## config.mk

```make
export PLATFORM = sky130hd
export DESIGN_NAME = uart_alu_sequencer_flat
export DESIGN_NICKNAME = d
export VERILOG_FILES = /design/src/rtl/uart_alu_sequencer_if.sv /design/src/rtl/uart_alu_sequencer.sv /design/src/flat_wrapper.sv
export SDC_FILE = /design/constraint.sdc
export NUM_CORES = 1
export LEC_CHECK = 0
export CORE_MARGIN = 3
export CORE_UTILIZATION = 40
export DETAILED_ROUTE_END_ITERATION = 10
export PLACE_DENSITY = 0.7
export SLEW_MARGIN = 20
export SYNTH_ARGS = -nofsm -noshare
export SYNTH_HDL_FRONTEND = slang
export SYNTH_SLANG_ARGS = --single-unit
```

## constraint.sdc

```tcl
create_clock -name i_clock -period 2.1 [get_ports i_clock]
set_clock_uncertainty 0.2 [all_clocks]
set_input_delay 0.21 -clock i_clock [delete_from_list [all_inputs] [get_ports i_clock]]
set_output_delay 0.21 -clock i_clock [all_outputs]
set_load 0.03 [all_outputs]
```

## src/rtl/uart_alu_sequencer_if.sv

```systemverilog
// Bus between the UART/ALU sequencer and its receiver, transmitter and ALU.
// The o_overrun flag exists only when UART_ALU_SEQ_OVERRUN_EN is defined.
interface uart_alu_sequencer_if #(
    parameter int NB_DATA = 8,
    parameter int NB_OP   = 6
);
    logic [NB_DATA-1:0] i_rx_data;
    logic               i_rx_done;
    logic               i_tx_done;
    logic [NB_DATA-1:0] i_alu_result;
    logic [NB_DATA-1:0] o_alu_a;
    logic [NB_DATA-1:0] o_alu_b;
    logic [NB_OP-1:0]   o_alu_op;
    logic [NB_DATA-1:0] o_tx_data;
    logic               o_tx_start;
    logic               o_busy;
`ifdef UART_ALU_SEQ_OVERRUN_EN
    logic               o_overrun;
`endif

    modport master (
        input  i_rx_data, i_rx_done, i_tx_done, i_alu_result,
        output o_alu_a, o_alu_b, o_alu_op, o_tx_data, o_tx_start, o_busy
`ifdef UART_ALU_SEQ_OVERRUN_EN
        , output o_overrun
`endif
    );

    modport slave (
        output i_rx_data, i_rx_done, i_tx_done, i_alu_result,
        input  o_alu_a, o_alu_b, o_alu_op, o_tx_data, o_tx_start, o_busy
`ifdef UART_ALU_SEQ_OVERRUN_EN
        , input o_overrun
`endif
    );
endinterface

```

## src/rtl/uart_alu_sequencer.sv

```systemverilog
// Collects A, B, opcode bytes from the UART receiver, runs the ALU and sends the result back.
// Optional sticky o_overrun flag is enabled with UART_ALU_SEQ_OVERRUN_EN.
module uart_alu_sequencer #(
    parameter int NB_DATA        = 8,
    parameter int NB_OP          = 6,
    parameter int NB_TIMEOUT     = 16,
    parameter int TIMEOUT_CYCLES = 50000
) (
    input  logic                 i_clock,
    input  logic                 i_reset,
    uart_alu_sequencer_if.master bus
);
    localparam logic [NB_TIMEOUT-1:0] TIMEOUT_LAST = NB_TIMEOUT'(TIMEOUT_CYCLES - 1);

    typedef enum logic [2:0] {
        GET_A   = 3'd0,
        GET_B   = 3'd1,
        GET_OP  = 3'd2,
        EXEC    = 3'd3,
        SEND    = 3'd4,
        WAIT_TX = 3'd5
    } state_t;

    state_t state_q, next_state;

    logic [NB_DATA-1:0]    alu_a_q, alu_b_q, tx_data_q;
    logic [NB_OP-1:0]      alu_op_q;
    logic                  tx_start_q, busy_q;
    logic [NB_TIMEOUT-1:0] cnt_q;

    logic load_a, load_b, load_op, load_tx, cnt_clr, cnt_inc;
    logic timeout_hit;

    function automatic logic [NB_TIMEOUT-1:0] sat_inc(input logic [NB_TIMEOUT-1:0] v);
        return (&v) ? v : v + 1'b1;
    endfunction

    assign timeout_hit = (cnt_q >= TIMEOUT_LAST);

    always_ff @(posedge i_clock) begin
        if (i_reset) state_q <= GET_A;
        else         state_q <= next_state;
    end

    always_comb begin
        next_state = state_q;
        load_a     = 1'b0;
        load_b     = 1'b0;
        load_op    = 1'b0;
        load_tx    = 1'b0;
        cnt_clr    = 1'b0;
        cnt_inc    = 1'b0;
        case (state_q)
            GET_A: begin
                cnt_clr = 1'b1;
                if (bus.i_rx_done) begin
                    load_a     = 1'b1;
                    next_state = GET_B;
                end
            end
            GET_B: begin
                // A byte arriving on the expiry cycle still counts.
                if (bus.i_rx_done) begin
                    load_b     = 1'b1;
                    cnt_clr    = 1'b1;
                    next_state = GET_OP;
                end else if (timeout_hit) begin
                    cnt_clr    = 1'b1;
                    next_state = GET_A;
                end else begin
                    cnt_inc = 1'b1;
                end
            end
            GET_OP: begin
                if (bus.i_rx_done) begin
                    load_op    = 1'b1;
                    cnt_clr    = 1'b1;
                    next_state = EXEC;
                end else if (timeout_hit) begin
                    cnt_clr    = 1'b1;
                    next_state = GET_A;
                end else begin
                    cnt_inc = 1'b1;
                end
            end
            EXEC: begin
                load_tx    = 1'b1;
                next_state = SEND;
            end
            SEND: next_state = WAIT_TX;
            WAIT_TX: begin
                if (bus.i_tx_done) begin
                    cnt_clr    = 1'b1;
                    next_state = GET_A;
                end
            end
            default: begin
                cnt_clr    = 1'b1;
                next_state = GET_A;
            end
        endcase
    end

    always_ff @(posedge i_clock) begin
        if (i_reset) begin
            alu_a_q    <= '0;
            alu_b_q    <= '0;
            alu_op_q   <= '0;
            tx_data_q  <= '0;
            tx_start_q <= 1'b0;
            busy_q     <= 1'b0;
            cnt_q      <= '0;
        end else begin
            if (load_a)  alu_a_q   <= bus.i_rx_data;
            if (load_b)  alu_b_q   <= bus.i_rx_data;
            if (load_op) alu_op_q  <= bus.i_rx_data[NB_OP-1:0];
            // ALU result is valid one cycle after the opcode register updates.
            if (load_tx) tx_data_q <= bus.i_alu_result;
            tx_start_q <= (next_state == SEND);
            busy_q     <= (next_state == EXEC) || (next_state == SEND) || (next_state == WAIT_TX);
            if (cnt_clr)      cnt_q <= '0;
            else if (cnt_inc) cnt_q <= sat_inc(cnt_q);
        end
    end

    assign bus.o_alu_a    = alu_a_q;
    assign bus.o_alu_b    = alu_b_q;
    assign bus.o_alu_op   = alu_op_q;
    assign bus.o_tx_data  = tx_data_q;
    assign bus.o_tx_start = tx_start_q;
    assign bus.o_busy     = busy_q;

`ifdef UART_ALU_SEQ_OVERRUN_EN
    logic overrun_q;
    logic dropped, expired;

    assign dropped = bus.i_rx_done &&
                     ((state_q == EXEC) || (state_q == SEND) || (state_q == WAIT_TX));
    assign expired = ((state_q == GET_B) || (state_q == GET_OP)) && !bus.i_rx_done && timeout_hit;

    always_ff @(posedge i_clock) begin
        if (i_reset)                overrun_q <= 1'b0;
        else if (dropped || expired) overrun_q <= 1'b1;
    end

    assign bus.o_overrun = overrun_q;
`endif
endmodule

```

## src/flat_wrapper.sv

```systemverilog
// flat-port wrapper written by rule: the top's interface ports become plain ports
module uart_alu_sequencer_flat 
#(
    parameter int NB_DATA        = 8,
    parameter int NB_OP          = 6,
    parameter int NB_TIMEOUT     = 16,
    parameter int TIMEOUT_CYCLES = 50000
)
  (i_clock, i_reset, bus_i_rx_data, bus_i_rx_done, bus_i_tx_done, bus_i_alu_result, bus_o_alu_a, bus_o_alu_b, bus_o_alu_op, bus_o_tx_data, bus_o_tx_start, bus_o_busy);
  uart_alu_sequencer_if #(.NB_DATA(NB_DATA), .NB_OP(NB_OP)) bus_i ();
  input  logic i_clock;
  input  logic i_reset;
  input wire logic [$bits(bus_i.i_rx_data)-1:0] bus_i_rx_data;
  input wire logic [$bits(bus_i.i_rx_done)-1:0] bus_i_rx_done;
  input wire logic [$bits(bus_i.i_tx_done)-1:0] bus_i_tx_done;
  input wire logic [$bits(bus_i.i_alu_result)-1:0] bus_i_alu_result;
  output wire logic [$bits(bus_i.o_alu_a)-1:0] bus_o_alu_a;
  output wire logic [$bits(bus_i.o_alu_b)-1:0] bus_o_alu_b;
  output wire logic [$bits(bus_i.o_alu_op)-1:0] bus_o_alu_op;
  output wire logic [$bits(bus_i.o_tx_data)-1:0] bus_o_tx_data;
  output wire logic [$bits(bus_i.o_tx_start)-1:0] bus_o_tx_start;
  output wire logic [$bits(bus_i.o_busy)-1:0] bus_o_busy;
  assign bus_i.i_rx_data = bus_i_rx_data;
  assign bus_i.i_rx_done = bus_i_rx_done;
  assign bus_i.i_tx_done = bus_i_tx_done;
  assign bus_i.i_alu_result = bus_i_alu_result;
  assign bus_o_alu_a = bus_i.o_alu_a;
  assign bus_o_alu_b = bus_i.o_alu_b;
  assign bus_o_alu_op = bus_i.o_alu_op;
  assign bus_o_tx_data = bus_i.o_tx_data;
  assign bus_o_tx_start = bus_i.o_tx_start;
  assign bus_o_busy = bus_i.o_busy;
  uart_alu_sequencer #(.NB_DATA(NB_DATA), .NB_OP(NB_OP), .NB_TIMEOUT(NB_TIMEOUT), .TIMEOUT_CYCLES(TIMEOUT_CYCLES)) u_core (.i_clock(i_clock), .i_reset(i_reset), .bus(bus_i));
endmodule
```

Yosys cells after proc, flatten, opt, wreduce, memory -nomap -nowiden
Index checks and enable logic that the tools add are counted.
{"block": "word_totals", "regBits": 51, "inputBits": 20, "output_inout_bits": 32, "word_cells": 45}
{"block": "classes", "add_sub_neg": 1, "order_cmp": 1, "n_eq_ne": 8, "mux": 18, "n_bitwise": 1, "n_reduce_logical": 8}
{"op": "case mux 3 bit (6 select lines)", "count": 1}
{"op": "adder 16 x 1 -> 16 bit, second input constant", "count": 1}
{"op": ">= comparator 16 bit, second input constant", "count": 1}
{"op": "AND reduction 16 bit", "count": 1}
{"op": "two-way mux 3 bit", "count": 5}
{"op": "== test 3 bit, second input constant", "count": 4}
{"op": "two-way mux 1 bit", "count": 11}
{"op": "== test 3 x 2 -> 1 bit, second input constant", "count": 3}
{"op": "OR reduction 2 bit", "count": 3}
{"op": "== test 3 x 1 -> 1 bit, second input constant", "count": 1}
{"op": "zero test 3 bit", "count": 1}
{"op": "case mux 1 bit (3 select lines)", "count": 1}
{"op": "logical OR 1 bit", "count": 2}
{"op": "AND reduction 2 bit", "count": 1}
{"op": "NOT 1 bit", "count": 1}

Longest topological paths before layout
{"block": "depth", "depth_word": 7, "mapped_depth": 7, "ltp_nobuf": 6}

Worst setup path after synthesis
OpenSTA, ideal clock, no wires.
{"block": "synth_timing", "path_kind": "register -> register", "start": "register u_core.cnt_q[0]", "end": "register u_core.cnt_q[11]", "setup_time_ps": 118, "t_arrival_ps": 1952, "slack_ps": -170, "stages_incl_launch_ff": 8, "synth_period_minus_slack_ps": 2270, "path_cell_list": "dfxtp_1 ha_1 nand3_1 a2111oi_4 nand2b_2 a21o_1 buf_2 nor2_1"}
{"block": "synth_via", "elab_chain_cells": 5}
{"item": "start, declared", "line": "uart_alu_sequencer.sv:29", "rtl": "logic [NB_TIMEOUT-1:0] cnt_q;"}
{"item": "start signal, assigned", "line": "uart_alu_sequencer.sv:122", "rtl": "else if (cnt_inc) cnt_q <= sat_inc(cnt_q);"}
{"item": ">= comparator 16 bit", "line": "uart_alu_sequencer.sv:38", "rtl": "assign timeout_hit = (cnt_q >= TIMEOUT_LAST);"}
{"item": "two-way mux 1 bit", "line": "uart_alu_sequencer.sv:67, uart_alu_sequencer.sv:79"}
{"item": "two-way mux 1 bit", "line": "uart_alu_sequencer.sv:63", "rtl": "if (bus.i_rx_done) begin"}
{"item": "case mux 1 bit (3 select lines) / two-way mux 1 bit (equally long branches)"}
{"item": "OR reduction 2 bit (no line) / AND reduction 2 bit (equally long branches)"}
Parallel ways exist; a longest one is shown, timed or not.
A chain may end at the register's enable or synchronous reset.

Worst setup path after layout
{"block": "layout_timing", "start": "register u_core.cnt_q[13]", "end": "register u_core.cnt_q[10]"}
The elaborated chain is that of the path after synthesis.

==> out/results.ini <==
[synthesis]
synth_top_family_by_area=simple AND/OR/NAND/NOR gates
synth-compound-area-share_pct=10.1
synthXorXnorAreaFrac_pct=5.24
synth.net_count=262
synth_ff_type=dfxtp_1
seq_area_frac_synth_pct=47.0
synth-edff-count=0
synthTopCellsByCount=dfxtp_1 (51), nand2_1 (41), nor2_1 (34), a21oi_1 (22), mux2i_1 (14)
synth_area_leaders=dfxtp_1 (47%), nand2_1 (7.1%), mux2i_1 (6.4%)
async_flop_share_pct=0
syn_area_um2=2170
avgSynthCellArea_um2=9.02
synth.mux.area_fraction_pct=6.45
ys_ff_latch=51
synth_top_area_share_pct=47.0
synth.most_common_cell=dfxtp_1
syn_inst=241
ys_warn_count=0
yosys.area.top_type=dfxtp_1
ys_types=41
yosys.area_share.simple_pct=27.7
synth-adder-area-share_pct=0.576

[setup_path]
worstPathArrival_ns=2.17
slowest_delay_ns=0.53
crit_fanout=10
crit_start=u_core.cnt_q[13]
ff2ff_path_depth=6
required_ns=2.11
path_cells=or4_4, a2111o_1, buf_6, nor4b_4, xnor2_1, nor2_2
cpLargestDelayFamily=simple AND/OR/NAND/NOR gates
reg2reg_slack_ns=-0.05
cpMaxStageDelayCell=or4_4
worstSetupPathType=register to register
cp.depth=6
end_kind=register
r2r-end=u_core.cnt_q[10]
setup.worst_path.end=u_core.cnt_q[10]
critPathBufInv=1
critPathLaunchType=register
r2r-start=u_core.cnt_q[13]

[timing]
max_freq_mhz=464
finalCritPeriodShare_pct=103
slew_viol_final=0
min_period_ns=2.15
slew_headroom_pct=71.6
setup_viol=7
rsz0062_at_grt=true
hold_violations=0
fin_hold_ws_ns=0.258
setup_ws_ns=-0.0535
worstMarginPinSlew_ns=0.422

[placed_design]
place_hpwl_mm=3.48
numPortBuffers=51
gp_congestion=0.823
placed_area_um2=2910
dp.cells=369

[clock_tree]
cts_tree=done
clock_latency_ns=0.31
cts_max_level=2
cts_sinks=51
cts_buffers=5
root_buffer=clkbuf_8
clkTransAtPathRegs_ns=0.10
hold_buffers=0
cts_buffer_depth=2

[grt]
grt_overflow_total=0
busiest_layer=met2
met2_usage_pct=25.0
grt_max_degree=34
grt_pass1_vias=1716
grt_first_pass_wirelength_mm=7.98
antenna_found_initial=0
grt_use_total_pct=15.9
grtUsageMet3_pct=3.27
grt_util_met1_pct=21.8

[drt]
drc=0
wl_per_cell_um=13.0
drt.antenna.violating_nets=0
drt_iter0_drc=94
drt-total-wl_mm=4.93
dr.pass1.iters=4
viasPerCell=4.93
dr_total_vias=1864

[cells_and_area]
drive_gt1_share_pct=16.9
antenna_cells=0
instances_no_fill=378
nets=328
area_growth_pct=42.1
final_design_area_no_fill_um2=3090

[floorplan]
rows=26
die_x_um=79.7
initial_core_util_pct=42.0
die_y_um=79.7
design.core.area_um2=5170
dieArea_um2=6350
io_pins=52

[power_and_ir_drop]
power.density_nw_per_um2=673
vdd_drop_max_mv=0.377
p_leak_uw=0.00107

[status]
status=finished, violations left
violations=setup timing

[flow_run]
drv_cap=0

[min_path]
hold_class=register to register

-- power by group --
group          internal [uW]  switching [uW]  total [uW]
clock                    359             345         704
sequential              1000            23.1        1020
combinational            158             192         350
total                   1520             560        2080
-- tightest hold or removal path, stage by stage (launching register included) --
cell and delay (ns):
dfxtp_1 0.32, nand2_1 0.05, a21oi_1 0.05
-- state kept, by name (all words and copies together) (netlist names) --
| register | count |
|---|---|
| u_core.bus.o_alu_op | 6 |
| u_core.bus.o_busy | 1 |
| u_core.bus.o_tx_start | 1 |
| u_core.cnt_q | 16 |
| u_core.bus.o_tx_data | 8 |
| u_core.state_q | 3 |
| u_core.bus.o_alu_b | 8 |
| u_core.bus.o_alu_a | 8 |
-- final cells by class --
class,instances,area [um^2]
Clock buffer,5,68.8
Clock inverter,3,46.3
Fill cell,471,2080
Inverter,1,3.75
Multi-Input combinational cell,176,1160
Sequential cell,51,1020
Tap cell,70,87.6
Timing Repair Buffer,72,697
-- placed cells by master (no fill, tap or decap), types with 2 or more instances in the layout --
master	instances
mux2i_1	14
a21oi_1	21
dfxtp_2	2
nand3_1	4
nor2_1	34
buf_12	2
buf_4	18
nor4b_4	3
nand4b_1	3
nand4_1	2
dfxtp_1	49
a21o_1	3
or4_4	2
xnor2_1	10
nor4_1	2
nor2b_1	2
clkbuf_8	5
clkdlybuf4s50_1	51
or2_2	4
nor3_1	5
xor2_1	3
nand3b_1	2
nor4_2	3
nand2_1	41
-- cell families after synthesis --
family                     Yosys count
AOI/OAI and AO/OA                   33
xor gates and xnor gates            13
adders and majority gates            1
buffers and inverters               14
DFF                                 51
muxes                               14
and+or+nand+nor                    115
-- metal layers --
metal	vias to the layer above	share of wire, %
met5	-	0
met4	0	1.4
met3	6	4.0
met2	41	48
met1	865	47
li1	952	-
-- worst min path at each step --
stage                     startpoint                     to  slack (ns)  depth (start not counted)
6_report       u_core.bus.o_alu_b[1]  u_core.bus.o_alu_b[1]        0.26                          2
5_1_grt             bus_i_rx_data[7]  u_core.bus.o_alu_a[7]        0.27                          3
4_1_cts             bus_i_rx_data[6]  u_core.bus.o_alu_a[6]        0.25                          3
3_5_place_dp   u_core.bus.o_alu_b[0]  u_core.bus.o_alu_b[0]        0.25                          2
3_3_place_gp   u_core.bus.o_alu_a[5]  u_core.bus.o_alu_a[5]        0.24                          2
2_1_floorplan       bus_i_rx_data[0]  u_core.bus.o_alu_a[0]        0.15                          2
-- per-stage QoR --
stage | worst slack, ns | utilization, % | total power (uW) | setup TNS (ns)
after global placement | -0.0767 | 56.3 | 1390 | -0.422
after detailed placement | -0.101 | 56.3 | 1390 | -0.681
after global routing | -0.113 | 59.7 | 2170 | -0.931
after CTS | -0.0372 | 58.9 | 2100 | -0.147
final | -0.0535 | 59.7 | 2080 | -0.197
after floorplan | -0.0523 | - | 1240 | -0.283
-- what timing repair did --
item,CTS,global route
endpoints found under the hold margin,0,0
setup buffers,0,1
resized for setup,3,4
pin swaps,5,1
setup endpoints to repair,12,17
Power figures use the tool's default switching activity.
